[src/rtl/series_controller_p_if.sv]
// Host/datapath-facing signal bundle for series_controller_p.
//   master : the host side. It drives start, n_terms and alt_sign, and
//            observes the status and strobe outputs.
//   slave  : the controller side. It samples the host request and drives
//            ready, busy and done, the datapath strobes, add_sub and term_idx.
//   CNT_W  : width of n_terms and term_idx. It must match the controller's
//            CNT_W.
interface series_controller_p_if #(
    parameter int CNT_W = 4
);
    logic             start;
    logic [CNT_W-1:0] n_terms;
    logic             alt_sign;
    logic             ready;
    logic             busy;
    logic             done;
    logic             ldx;
    logic             initt;
    logic             ldt;
    logic             sel;
    logic             initr;
    logic             ldr;
    logic             add_sub;
    logic [CNT_W-1:0] term_idx;

    modport master (
        output start, n_terms, alt_sign,
        input  ready, busy, done, ldx, initt, ldt, sel, initr, ldr, add_sub, term_idx
    );

    modport slave (
        input  start, n_terms, alt_sign,
        output ready, busy, done, ldx, initt, ldt, sel, initr, ldr, add_sub, term_idx
    );
endinterface

[src/rtl/series_controller_p.sv]
// Sequencer for a term-by-term series evaluator.
// The run goes: load x, then for each term iterate the multiply for
// MULT_CYCLES cycles, then accumulate the term into the result with add or
// subtract. The controller owns the term counter (tcnt) and the
// multiply-cycle counter (mcnt). Every output is Moore, decoded from the
// state and the counters.
// Ports:
//   clk  : rising-edge clock
//   rst  : asynchronous reset, active low
//   bus  : series_controller_p_if.slave. It carries:
//            - the host handshake: start, ready, busy, done
//            - the run configuration: n_terms, alt_sign
//            - the datapath strobes: ldx, initt, ldt, sel, initr, ldr, add_sub
//            - the current term index: term_idx
module series_controller_p #(
    parameter int N_TERMS_MAX = 8,
    parameter int MULT_CYCLES = 4,
    parameter int SEL_SPLIT   = 2,
    parameter int CNT_W       = $clog2(N_TERMS_MAX + 1)
) (
    input  logic                  clk,
    input  logic                  rst,
    series_controller_p_if.slave  bus
);

    localparam int MCNT_W = (MULT_CYCLES > 1) ? $clog2(MULT_CYCLES) : 1;
    localparam logic [MCNT_W-1:0] MCNT_LAST = MCNT_W'(MULT_CYCLES - 1);
    localparam logic [CNT_W-1:0]  LIM_MAX   = CNT_W'(N_TERMS_MAX);

    typedef enum logic [2:0] {
        S_IDLE  = 3'd0,
        S_INIT  = 3'd1,
        S_LOAD  = 3'd2,
        S_MULT  = 3'd3,
        S_ACCUM = 3'd4,
        S_DONE  = 3'd5
    } state_t;

    state_t            state_reg, state_next;
    logic [MCNT_W-1:0] mcnt_reg, mcnt_next;
    logic [CNT_W-1:0]  tcnt_reg, tcnt_next;
    logic [CNT_W-1:0]  lim_reg, lim_next;
    logic              alt_reg, alt_next;

    always_ff @(posedge clk or negedge rst) begin
        if (!rst) begin
            state_reg <= S_IDLE;
            mcnt_reg  <= '0;
            tcnt_reg  <= '0;
            lim_reg   <= CNT_W'(1);
            alt_reg   <= 1'b0;
        end else begin
            state_reg <= state_next;
            mcnt_reg  <= mcnt_next;
            tcnt_reg  <= tcnt_next;
            lim_reg   <= lim_next;
            alt_reg   <= alt_next;
        end
    end

    // Next-state and counter logic
    always_comb begin
        state_next = state_reg;
        mcnt_next  = mcnt_reg;
        tcnt_next  = tcnt_reg;
        lim_next   = lim_reg;
        alt_next   = alt_reg;
        case (state_reg)
            S_IDLE: begin
                mcnt_next = '0;
                tcnt_next = '0;
                if (bus.start) state_next = S_INIT;
            end
            S_INIT: begin
                // Re-latch on every INIT cycle, so the value present on the
                // exit cycle is the one the run uses. A request for zero
                // terms still evaluates one term.
                if (bus.n_terms == '0)
                    lim_next = CNT_W'(1);
                else if (32'(bus.n_terms) > N_TERMS_MAX)
                    lim_next = LIM_MAX;
                else
                    lim_next = bus.n_terms;
                alt_next = bus.alt_sign;
                if (!bus.start) state_next = S_LOAD;
            end
            S_LOAD: begin
                mcnt_next  = '0;
                tcnt_next  = '0;
                state_next = S_MULT;
            end
            S_MULT: begin
                if (mcnt_reg == MCNT_LAST) begin
                    mcnt_next  = '0;
                    state_next = S_ACCUM;
                end else begin
                    mcnt_next = mcnt_reg + MCNT_W'(1);
                end
            end
            S_ACCUM: begin
                if (tcnt_reg == lim_reg - CNT_W'(1)) begin
                    state_next = S_DONE;
                end else begin
                    tcnt_next  = tcnt_reg + CNT_W'(1);
                    state_next = S_MULT;
                end
            end
            S_DONE: begin
                // Clear here so term_idx reads 0 as soon as IDLE is entered.
                tcnt_next  = '0;
                state_next = S_IDLE;
            end
            default: begin
                mcnt_next  = '0;
                tcnt_next  = '0;
                state_next = S_IDLE;
            end
        endcase
    end

    // Moore output decode
    always_comb begin
        bus.ready    = 1'b0;
        bus.busy     = 1'b1;
        bus.done     = 1'b0;
        bus.ldx      = 1'b0;
        bus.initt    = 1'b0;
        bus.ldt      = 1'b0;
        bus.sel      = 1'b0;
        bus.initr    = 1'b0;
        bus.ldr      = 1'b0;
        bus.add_sub  = 1'b1;
        bus.term_idx = tcnt_reg;
        case (state_reg)
            S_IDLE: begin
                bus.ready = 1'b1;
                bus.busy  = 1'b0;
            end
            S_INIT: begin
                bus.initt = 1'b1;
                bus.initr = 1'b1;
            end
            S_LOAD:  bus.ldx = 1'b1;
            S_MULT: begin
                bus.ldt = 1'b1;
                bus.sel = (32'(mcnt_reg) >= SEL_SPLIT);
            end
            S_ACCUM: begin
                bus.ldr     = 1'b1;
                bus.add_sub = ~(alt_reg & tcnt_reg[0]);
            end
            S_DONE:  bus.done = 1'b1;
            default: begin
                bus.busy = 1'b1;
            end
        endcase
    end

endmodule

[src/flat_wrapper.sv]
// flat-port wrapper written by rule: the top's interface ports become plain ports
module series_controller_p_flat 
#(
    parameter int N_TERMS_MAX = 8,
    parameter int MULT_CYCLES = 4,
    parameter int SEL_SPLIT   = 2,
    parameter int CNT_W       = $clog2(N_TERMS_MAX + 1)
)
  (clk, rst, bus_start, bus_n_terms, bus_alt_sign, bus_ready, bus_busy, bus_done, bus_ldx, bus_initt, bus_ldt, bus_sel, bus_initr, bus_ldr, bus_add_sub, bus_term_idx);
  series_controller_p_if #(.CNT_W(CNT_W)) bus_i ();
  input  logic clk;
  input  logic rst;
  input wire logic [$bits(bus_i.start)-1:0] bus_start;
  input wire logic [$bits(bus_i.n_terms)-1:0] bus_n_terms;
  input wire logic [$bits(bus_i.alt_sign)-1:0] bus_alt_sign;
  output wire logic [$bits(bus_i.ready)-1:0] bus_ready;
  output wire logic [$bits(bus_i.busy)-1:0] bus_busy;
  output wire logic [$bits(bus_i.done)-1:0] bus_done;
  output wire logic [$bits(bus_i.ldx)-1:0] bus_ldx;
  output wire logic [$bits(bus_i.initt)-1:0] bus_initt;
  output wire logic [$bits(bus_i.ldt)-1:0] bus_ldt;
  output wire logic [$bits(bus_i.sel)-1:0] bus_sel;
  output wire logic [$bits(bus_i.initr)-1:0] bus_initr;
  output wire logic [$bits(bus_i.ldr)-1:0] bus_ldr;
  output wire logic [$bits(bus_i.add_sub)-1:0] bus_add_sub;
  output wire logic [$bits(bus_i.term_idx)-1:0] bus_term_idx;
  assign bus_i.start = bus_start;
  assign bus_i.n_terms = bus_n_terms;
  assign bus_i.alt_sign = bus_alt_sign;
  assign bus_ready = bus_i.ready;
  assign bus_busy = bus_i.busy;
  assign bus_done = bus_i.done;
  assign bus_ldx = bus_i.ldx;
  assign bus_initt = bus_i.initt;
  assign bus_ldt = bus_i.ldt;
  assign bus_sel = bus_i.sel;
  assign bus_initr = bus_i.initr;
  assign bus_ldr = bus_i.ldr;
  assign bus_add_sub = bus_i.add_sub;
  assign bus_term_idx = bus_i.term_idx;
  series_controller_p #(.N_TERMS_MAX(N_TERMS_MAX), .MULT_CYCLES(MULT_CYCLES), .SEL_SPLIT(SEL_SPLIT), .CNT_W(CNT_W)) u_core (.clk(clk), .rst(rst), .bus(bus_i));
endmodule
[config.mk]
export PLATFORM = sky130hd
export DESIGN_NAME = series_controller_p_flat
export DESIGN_NICKNAME = d
export VERILOG_FILES = /design/src/rtl/series_controller_p_if.sv /design/src/rtl/series_controller_p.sv /design/src/flat_wrapper.sv
export SDC_FILE = /design/constraint.sdc
export NUM_CORES = 1
export LEC_CHECK = 0
export ABC_CLOCK_PERIOD_IN_PS = 2100
export CORE_MARGIN = 5
export CORE_UTILIZATION = 42
export DETAILED_ROUTE_END_ITERATION = 8
export HOLD_SLACK_MARGIN = 0.08
export PLACE_DENSITY = 0.7
export SLEW_MARGIN = 20
export SYNTH_ARGS = -nofsm -noshare
export SYNTH_HDL_FRONTEND = slang
export SYNTH_SLANG_ARGS = --single-unit
export TNS_END_PERCENT = 50
[constraint.sdc]
create_clock -name clk -period 2.1 [get_ports clk]
set_input_delay 0.42 -clock clk [delete_from_list [all_inputs] [get_ports clk]]
set_output_delay 0.42 -clock clk [all_outputs]
set_load 0.01 [all_outputs]
==> results of run 1 <==
-- per-stage QoR --
stage | power [W] | setup WS (ns) | hold WS, ns | cells
2_1_floorplan | 0.000885 | 0.0297 | 0.124 | 95
3_3_place_gp | 0.00115 | 0.0323 | 0.470 | 148
3_5_place_dp | 0.00118 | -0.0359 | 0.484 | 148
4_1_cts | 0.00138 | 0.000987 | 0.507 | 154
5_1_grt | 0.00148 | -0.0205 | 0.535 | 155
6_report | 0.00138 | 0.0641 | 0.503 | 155
-- Yosys cell counts --
| library cell | n | area, sq um |
|---|---|---|
| sky130_fd_sc_hd__a21o_1 | 1 | 7.51 |
| sky130_fd_sc_hd__a21oi_1 | 2 | 10.0 |
| sky130_fd_sc_hd__a221oi_1 | 1 | 8.76 |
| sky130_fd_sc_hd__a22o_1 | 2 | 17.5 |
| sky130_fd_sc_hd__a22o_2 | 1 | 10.0 |
| sky130_fd_sc_hd__buf_2 | 1 | 5.00 |
| sky130_fd_sc_hd__buf_4 | 1 | 7.51 |
| sky130_fd_sc_hd__buf_6 | 1 | 11.3 |
| sky130_fd_sc_hd__clkbuf_1 | 2 | 7.51 |
| sky130_fd_sc_hd__dfrtp_1 | 13 | 325 |
| sky130_fd_sc_hd__dfstp_2 | 1 | 26.3 |
| sky130_fd_sc_hd__ha_1 | 4 | 50.1 |
| sky130_fd_sc_hd__inv_1 | 9 | 33.8 |
| sky130_fd_sc_hd__mux2_2 | 1 | 11.3 |
| sky130_fd_sc_hd__nand2_1 | 12 | 45.0 |
| sky130_fd_sc_hd__nand2b_1 | 2 | 12.5 |
| sky130_fd_sc_hd__nand3_1 | 4 | 20.0 |
| sky130_fd_sc_hd__nand3b_1 | 1 | 7.51 |
| sky130_fd_sc_hd__nor2_1 | 8 | 30.0 |
| sky130_fd_sc_hd__nor2b_1 | 1 | 6.26 |
| sky130_fd_sc_hd__nor3_1 | 2 | 10.0 |
| sky130_fd_sc_hd__nor4_1 | 1 | 6.26 |
| sky130_fd_sc_hd__nor4b_1 | 1 | 8.76 |
| sky130_fd_sc_hd__o211ai_1 | 2 | 15.0 |
| sky130_fd_sc_hd__o21a_1 | 2 | 15.0 |
| sky130_fd_sc_hd__o21ai_0 | 4 | 20.0 |
| sky130_fd_sc_hd__o22ai_1 | 4 | 25.0 |
| sky130_fd_sc_hd__o32ai_1 | 1 | 8.76 |
| sky130_fd_sc_hd__or3_1 | 2 | 12.5 |
| sky130_fd_sc_hd__or4b_1 | 2 | 20.0 |
| sky130_fd_sc_hd__xnor2_1 | 3 | 26.3 |
| sky130_fd_sc_hd__xor2_1 | 3 | 26.3 |
-- power groups by stage --
stage	logic (W)	clock network, W	registers [W]
global placement	0.000709	0	0.000444
floorplan	0.000480	0	0.000405
global route	0.000830	0.000209	0.000440
CTS	0.000747	0.000200	0.000436
finish	0.000750	0.000196	0.000430
detailed placement	0.000729	0	0.000449
-- worst max-delay path by stage --
stage                     slack, ns                     end  cells after the start
after global placement         0.03  u_core.bus.term_idx[1]                      7
after detailed placement      -0.04  u_core.bus.term_idx[1]                      7
after floorplan                0.03  u_core.bus.term_idx[1]                      8
final                          0.06  u_core.bus.term_idx[1]                      7
after global routing          -0.02  u_core.bus.term_idx[1]                      7
after CTS                     0.001             bus_add_sub                      5
-- worst min-delay path: cells and delay by family, from the launching register on --
kind	cells	cell delay [ns]
DFF	1	0.36
and+or+nand+nor	2	0.12
-- logic make-up (layout without fill, tap and decap cells) --
| kind of cell | count (synthesis) | in the layout | share of synthesized area (%) |
|---|---|---|---|
| buffers and inverters | 14 | 47 | 7.68 |
| muxes | 1 | 1 | 1.33 |
| adders and majority gates | 4 | 4 | 5.91 |
| xor gates and xnor gates | 6 | 6 | 6.20 |
| DFF | 14 | 14 | 41.5 |
| AOI/OAI and AO/OA | 20 | 20 | 16.2 |
| and+or+nand+nor | 36 | 36 | 21.1 |
-- cell type report --
type	instances	area share, %
Clock buffer	4	2.99
Inverter	9	2.78
Multi-Input combinational cell	67	37.4
Sequential cell	14	29.1
Tap cell	27	2.78
Timing Repair Buffer	34	24.9
-- metal layers --
layer  share of wire (%)  routed length [um]
met5                   0                   0
met4                 1.2                  25
met3                 4.3                  86
met1                  44                 889
met2                  50                1020
-- what timing repair did --
item,in CTS,in global routing
setup endpoints to repair,10,5
gates resized for setup,11,2
pin swaps,0,2
buffers inserted,2,1
==> impl_metrics.json, run 1 <==
{
  "largest_net_degree_at_the_start_of_global_routing": 15,
  "final_common_cell": "sky130_fd_sc_hd__clkdlybuf4s50_1",
  "avgViaCountPerCell": 5.24,
  "first_global_vias": 776,
  "startpoint_of_the_most_critical_hold_path": "u_core.alt_reg",
  "postSynthAreaPerCell_sq_um": 8.92,
  "placed_cell_area_sq_um": 1150,
  "placeableCoreArea_sq_um": 1940,
  "min_period_over_period_pct": 96.9,
  "cpLargestDelayFamily": "flip-flops",
  "global_route_track_usage_on_met2_pct": 25.2,
  "post-route-min-period_ns": 2.04,
  "num-nets-final": 141,
  "grtUsageMet3_pct": 2.95,
  "cts.reportedPaths.clkPinSlew_ns": 0.09,
  "worstReg2RegEnd": "u_core.bus.term_idx[1]",
  "critPathRequiredTime_ns": 2.28,
  "critical_path.reg2reg.startpoint": "u_core.lim_reg[0]",
  "grt_pass1_wl_mm": 3.26,
  "chipWidth_um": 54.9,
  "antenna_violations_before_repair": 0,
  "critical_path_buf_inv_count": 1,
  "timing.final.hold_violations": 0,
  "overflow": 0,
  "worst_clock_skew_ns": 0.00295,
  "clock_insertion_delay_at_the_later_pin_of_the_skew_report_ns": 0.28,
  "crit_type": "reg -> reg",
  "path_cells": "inv_2 -> ha_4 -> xnor2_1 -> nor4b_1 -> a22o_2 -> mux2_2 -> a22o_1",
  "cts.htree.levels": 1,
  "crit_path_max_incr_delay_ns": 0.54,
  "globalRouteTotalUtil_pct": 15.0,
  "final_routed_wirelength_mm": 2.02,
  "irDropWorstVdd_mv": 0.668,
  "net-switching-power_w": 0.000529,
  "maxClockFrequency_ghz": 0.491,
  "antenna_cells": 0,
  "synth_sequential_area_ratio_pct": 41.5,
  "final_core_utilization_pct": 62.6,
  "clock_path_buffers": 2,
  "critPathArrivalTime_ns": 2.21,
  "finalSetupViolCount": 0,
  "r2r_cells": 7,
  "die_height_um": 54.9,
  "route.antenna.remaining_nets": 0,
  "yosys_warnings": 0,
  "cell_variety_after_synth": 32,
  "multi_input_comb_area_sq_um": 454,
  "clock-sinks": 14,
  "most-common-layout-cells": "14 x sky130_fd_sc_hd__clkdlybuf4s50_1, 13 x sky130_fd_sc_hd__buf_4, 12 x sky130_fd_sc_hd__nand2_1, 11 x sky130_fd_sc_hd__dfrtp_1, 8 x sky130_fd_sc_hd__inv_1",
  "power.static_leakage_nw": 0.586,
  "crit_path_end_kind": "register",
  "ioPinCount": 22,
  "maxSlewHeadroom_pct": 57.1,
  "crit_path_max_fanout": 6,
  "final_cell_area_sq_um": 1210,
  "critPathSlowestCell": "sky130_fd_sc_hd__dfstp_2",
  "fillers": 185,
  "setup-tns-final_ns": 0,
  "grtUsageMet1_pct": 18.8,
  "sequential_group_share_of_total_power_pct": 31.2,
  "initialDrtViolationCount": 6,
  "dieArea_sq_um": 3020,
  "final-seq-area_sq_um": 354,
  "route.vias.total": 812,
  "max_cap_viols": 0,
  "worst_setup_path_start_kind": "register",
  "floorplan.rows": 16,
  "cts.hold.buffers_added": 0,
  "synth_cells": 95,
  "cts_buffers": 3,
  "combPwrFrac_pct": 54.5,
  "drt-pass1-iter-count": 4,
  "syn_nets": 107,
  "synthToLayoutAreaGrowth_pct": 43.4,
  "root_buffer": "sky130_fd_sc_hd__clkbuf_4",
  "wl_per_cell_um": 13.0,
  "min_path_cells": 2,
  "post_route_cells_drive_above_1_share_pct": 21.1,
  "whs_endpoint": "u_core.alt_reg",
  "p_per_area_nw_per_um2": 1130,
  "placer_congestion_estimate": 0.807,
  "route.detailed.drc": 0,
  "worst_slew_pin_slew_ns": 0.641,
  "post-dp-hpwl_mm": 1.54,
  "internal-power_w": 0.000847,
  "rsz0062_at_grt": "yes",
  "global_route.peak_usage_layer": "met2",
  "sw_ratio_pct": 38.4,
  "netlist_area_sq_um": 847,
  "ys_ff_latch": 14,
  "slew_viol_final": 0,
  "floorplan.initialDensity_pct": 43.6,
  "worst_hold_path_type": "reg -> reg",
  "timing.reg2reg.setup_slack_ns": 0.06,
  "port_buffers": 21,
  "run_status": "finished, final reports clean",
  "cts_tree": "built",
  "power_frac_clock_pct": 14.2,
  "critical_path.startpoint": "u_core.lim_reg[0]"
}
Power figures use the tool's default switching activity.
==> run 2, diff against run 1 <==
--- a/config.mk
+++ b/config.mk
@@ -11,8 +11,8 @@
 export DETAILED_ROUTE_END_ITERATION = 8
 export HOLD_SLACK_MARGIN = 0.08
 export PLACE_DENSITY = 0.7
+export REMOVE_ABC_BUFFERS = 1
 export SLEW_MARGIN = 20
 export SYNTH_ARGS = -nofsm -noshare
 export SYNTH_HDL_FRONTEND = slang
 export SYNTH_SLANG_ARGS = --single-unit
-export TNS_END_PERCENT = 50
==> run 2 against run 1 <==
Via count is 0.99% higher; global-route usage is 3.6 points higher; sequential share of layout area is 1.3 points lower; non-clock buffer count is 5 higher; core utilization is 2.8 points higher; first-iteration DRC count grew to 2.5 times the previous value; sequential power is 0.9% higher; die area stayed put; combinational power is 15% higher; critical path depth is 1 higher; final cell count is 3.2% higher.
==> impl_metrics.json, run 2 (synthesis results as in run 1) <==
{
  "worst_clock_skew_ns": 0.00506,
  "route.antenna.remaining_nets": 0,
  "critPathRequiredTime_ns": 2.32,
  "antenna_cells": 0,
  "final_cell_count_no_fill": 160,
  "finalSetupViolCount": 0,
  "globalRouteTotalUtil_pct": 18.6,
  "max_cap_viols": 0,
  "crit_path_end_kind": "register",
  "min_period_over_period_pct": 99.3,
  "num-nets-final": 146,
  "floorplan.initialDensity_pct": 43.6,
  "worst_setup_path_start_kind": "register",
  "worst_slew_pin_slew_ns": 0.652,
  "timing.reg2reg.setup_slack_ns": 0.01,
  "clock-sinks": 14,
  "critical_path.reg2reg.startpoint": "u_core.lim_reg[0]",
  "placer_congestion_estimate": 0.780,
  "cts_buffers": 3,
  "min_path_cells": 2,
  "worstReg2RegEnd": "u_core.bus.term_idx[2]",
  "startpoint_of_the_most_critical_hold_path": "u_core.alt_reg",
  "crit_type": "reg -> reg",
  "drt-pass1-iter-count": 4,
  "crit_path_max_fanout": 5,
  "final_routed_wirelength_mm": 2.21,
  "most-common-layout-cells": "18 x sky130_fd_sc_hd__buf_4, 12 x sky130_fd_sc_hd__nand2_1, 12 x sky130_fd_sc_hd__clkdlybuf4s50_1, 11 x sky130_fd_sc_hd__dfrtp_1, 8 x sky130_fd_sc_hd__inv_1",
  "clock_insertion_delay_at_the_later_pin_of_the_skew_report_ns": 0.28,
  "cts.reportedPaths.clkPinSlew_ns": 0.09,
  "dieArea_sq_um": 3020,
  "largest_net_degree_at_the_start_of_global_routing": 15,
  "maxClockFrequency_ghz": 0.479,
  "run_status": "finished, final reports clean",
  "floorplan.rows": 16,
  "slew_viol_final": 0,
  "critPathArrivalTime_ns": 2.30,
  "post-route-min-period_ns": 2.09,
  "route.vias.total": 820,
  "initialDrtViolationCount": 15,
  "clock_path_buffers": 2,
  "post-place-cells": 149,
  "post-dp-hpwl_mm": 1.59,
  "worst_hold_path_type": "reg -> reg",
  "power.static_leakage_nw": 0.637,
  "overflow": 0,
  "placeableCoreArea_sq_um": 1940,
  "synthToLayoutAreaGrowth_pct": 49.9,
  "chipWidth_um": 54.9,
  "ioPinCount": 22,
  "irDropWorstVdd_mv": 0.697,
  "final_common_cell": "sky130_fd_sc_hd__buf_4",
  "p_per_area_nw_per_um2": 1170,
  "final_core_utilization_pct": 65.4,
  "route.detailed.drc": 0,
  "die_height_um": 54.9,
  "wl_per_cell_um": 13.8,
  "cts.hold.buffers_added": 0,
  "r2r_cells": 8,
  "cts_tree": "built",
  "first_global_vias": 868,
  "whs_endpoint": "u_core.alt_reg",
  "port_buffers": 21,
  "grt_pass1_wl_mm": 3.97,
  "maxSlewHeadroom_pct": 56.4,
  "post_route_cells_drive_above_1_share_pct": 25.6,
  "power_w": 0.00149,
  "root_buffer": "sky130_fd_sc_hd__clkbuf_4",
  "antenna_violations_before_repair": 0,
  "avgViaCountPerCell": 5.13,
  "timing.final.hold_violations": 0,
  "cts.htree.levels": 1,
  "rsz0062_at_grt": "yes"
}
## run 2: area by class of cell
| cell class | count | area [sq um] |
|---|---|---|
| fill | 166 | 672 |
| tap | 27 | 33.8 |
| multi-input combinational | 67 | 473 |
| sequential | 14 | 354 |
| inverter | 9 | 33.8 |
| timing repair buffer | 39 | 339 |
| clock buffer | 4 | 36.3 |
## run 2: per-stage QoR
step / area [sq um] / setup TNS, ns / hold WS [ns] / setup slack, ns
after global placement: 1140 / -0.0499 / 0.477 / -0.0364
after floorplan: 816 / -0.108 / 0.124 / -0.108
after CTS: 1250 / 0 / 0.502 / 0.0211
after global routing: 1270 / -0.166 / 0.560 / -0.0671
final: 1270 / 0 / 0.502 / 0.0141
after detailed placement: 1140 / -0.215 / 0.480 / -0.102
## run 2: timing repair
item	CTS	global route
endpoints found under the hold margin	0	0
endpoints found under the setup margin	12	10
setup buffers	6	1
resized for setup	15	6
pin swaps	4	2
## run 2: how the worst max path moves through the flow
stage	cells after the start	end	start
after global routing	8	u_core.bus.term_idx[2]	u_core.lim_reg[0]
after floorplan	7	u_core.bus.term_idx[1]	u_core.lim_reg[0]
after CTS	8	u_core.bus.term_idx[2]	u_core.lim_reg[0]
after detailed placement	8	u_core.bus.term_idx[2]	u_core.lim_reg[0]
final	8	u_core.bus.term_idx[2]	u_core.lim_reg[0]
after global placement	8	u_core.bus.term_idx[2]	u_core.lim_reg[0]
## run 2: critical path: stages (launching register included)
cell and delay, ns:
sky130_fd_sc_hd__dfstp_2 0.54, sky130_fd_sc_hd__inv_2 0.05, sky130_fd_sc_hd__ha_4 0.15, sky130_fd_sc_hd__xor2_1 0.15, sky130_fd_sc_hd__nor4b_2 0.17, sky130_fd_sc_hd__a22o_1 0.24
sky130_fd_sc_hd__buf_4 0.16, sky130_fd_sc_hd__or4b_1 0.46, sky130_fd_sc_hd__nand3_1 0.09
## run 2: layer usage
metal  wire length, um  GRT usage [%]  vias up
li1                  -              -      402
met1               930           22.4      397
met2              1170           32.1       17
met3                70           3.22        4
met4                44           8.50        0
met5                 0              0        -
## run 2: power by group
group	internal, W	total (W)	switching, W
combinational	0.000458	0.000860	0.000402
clock	0.000105	0.000195	0.0000901
sequential	0.000359	0.000434	0.0000752
total	0.000922	0.00149	0.000567
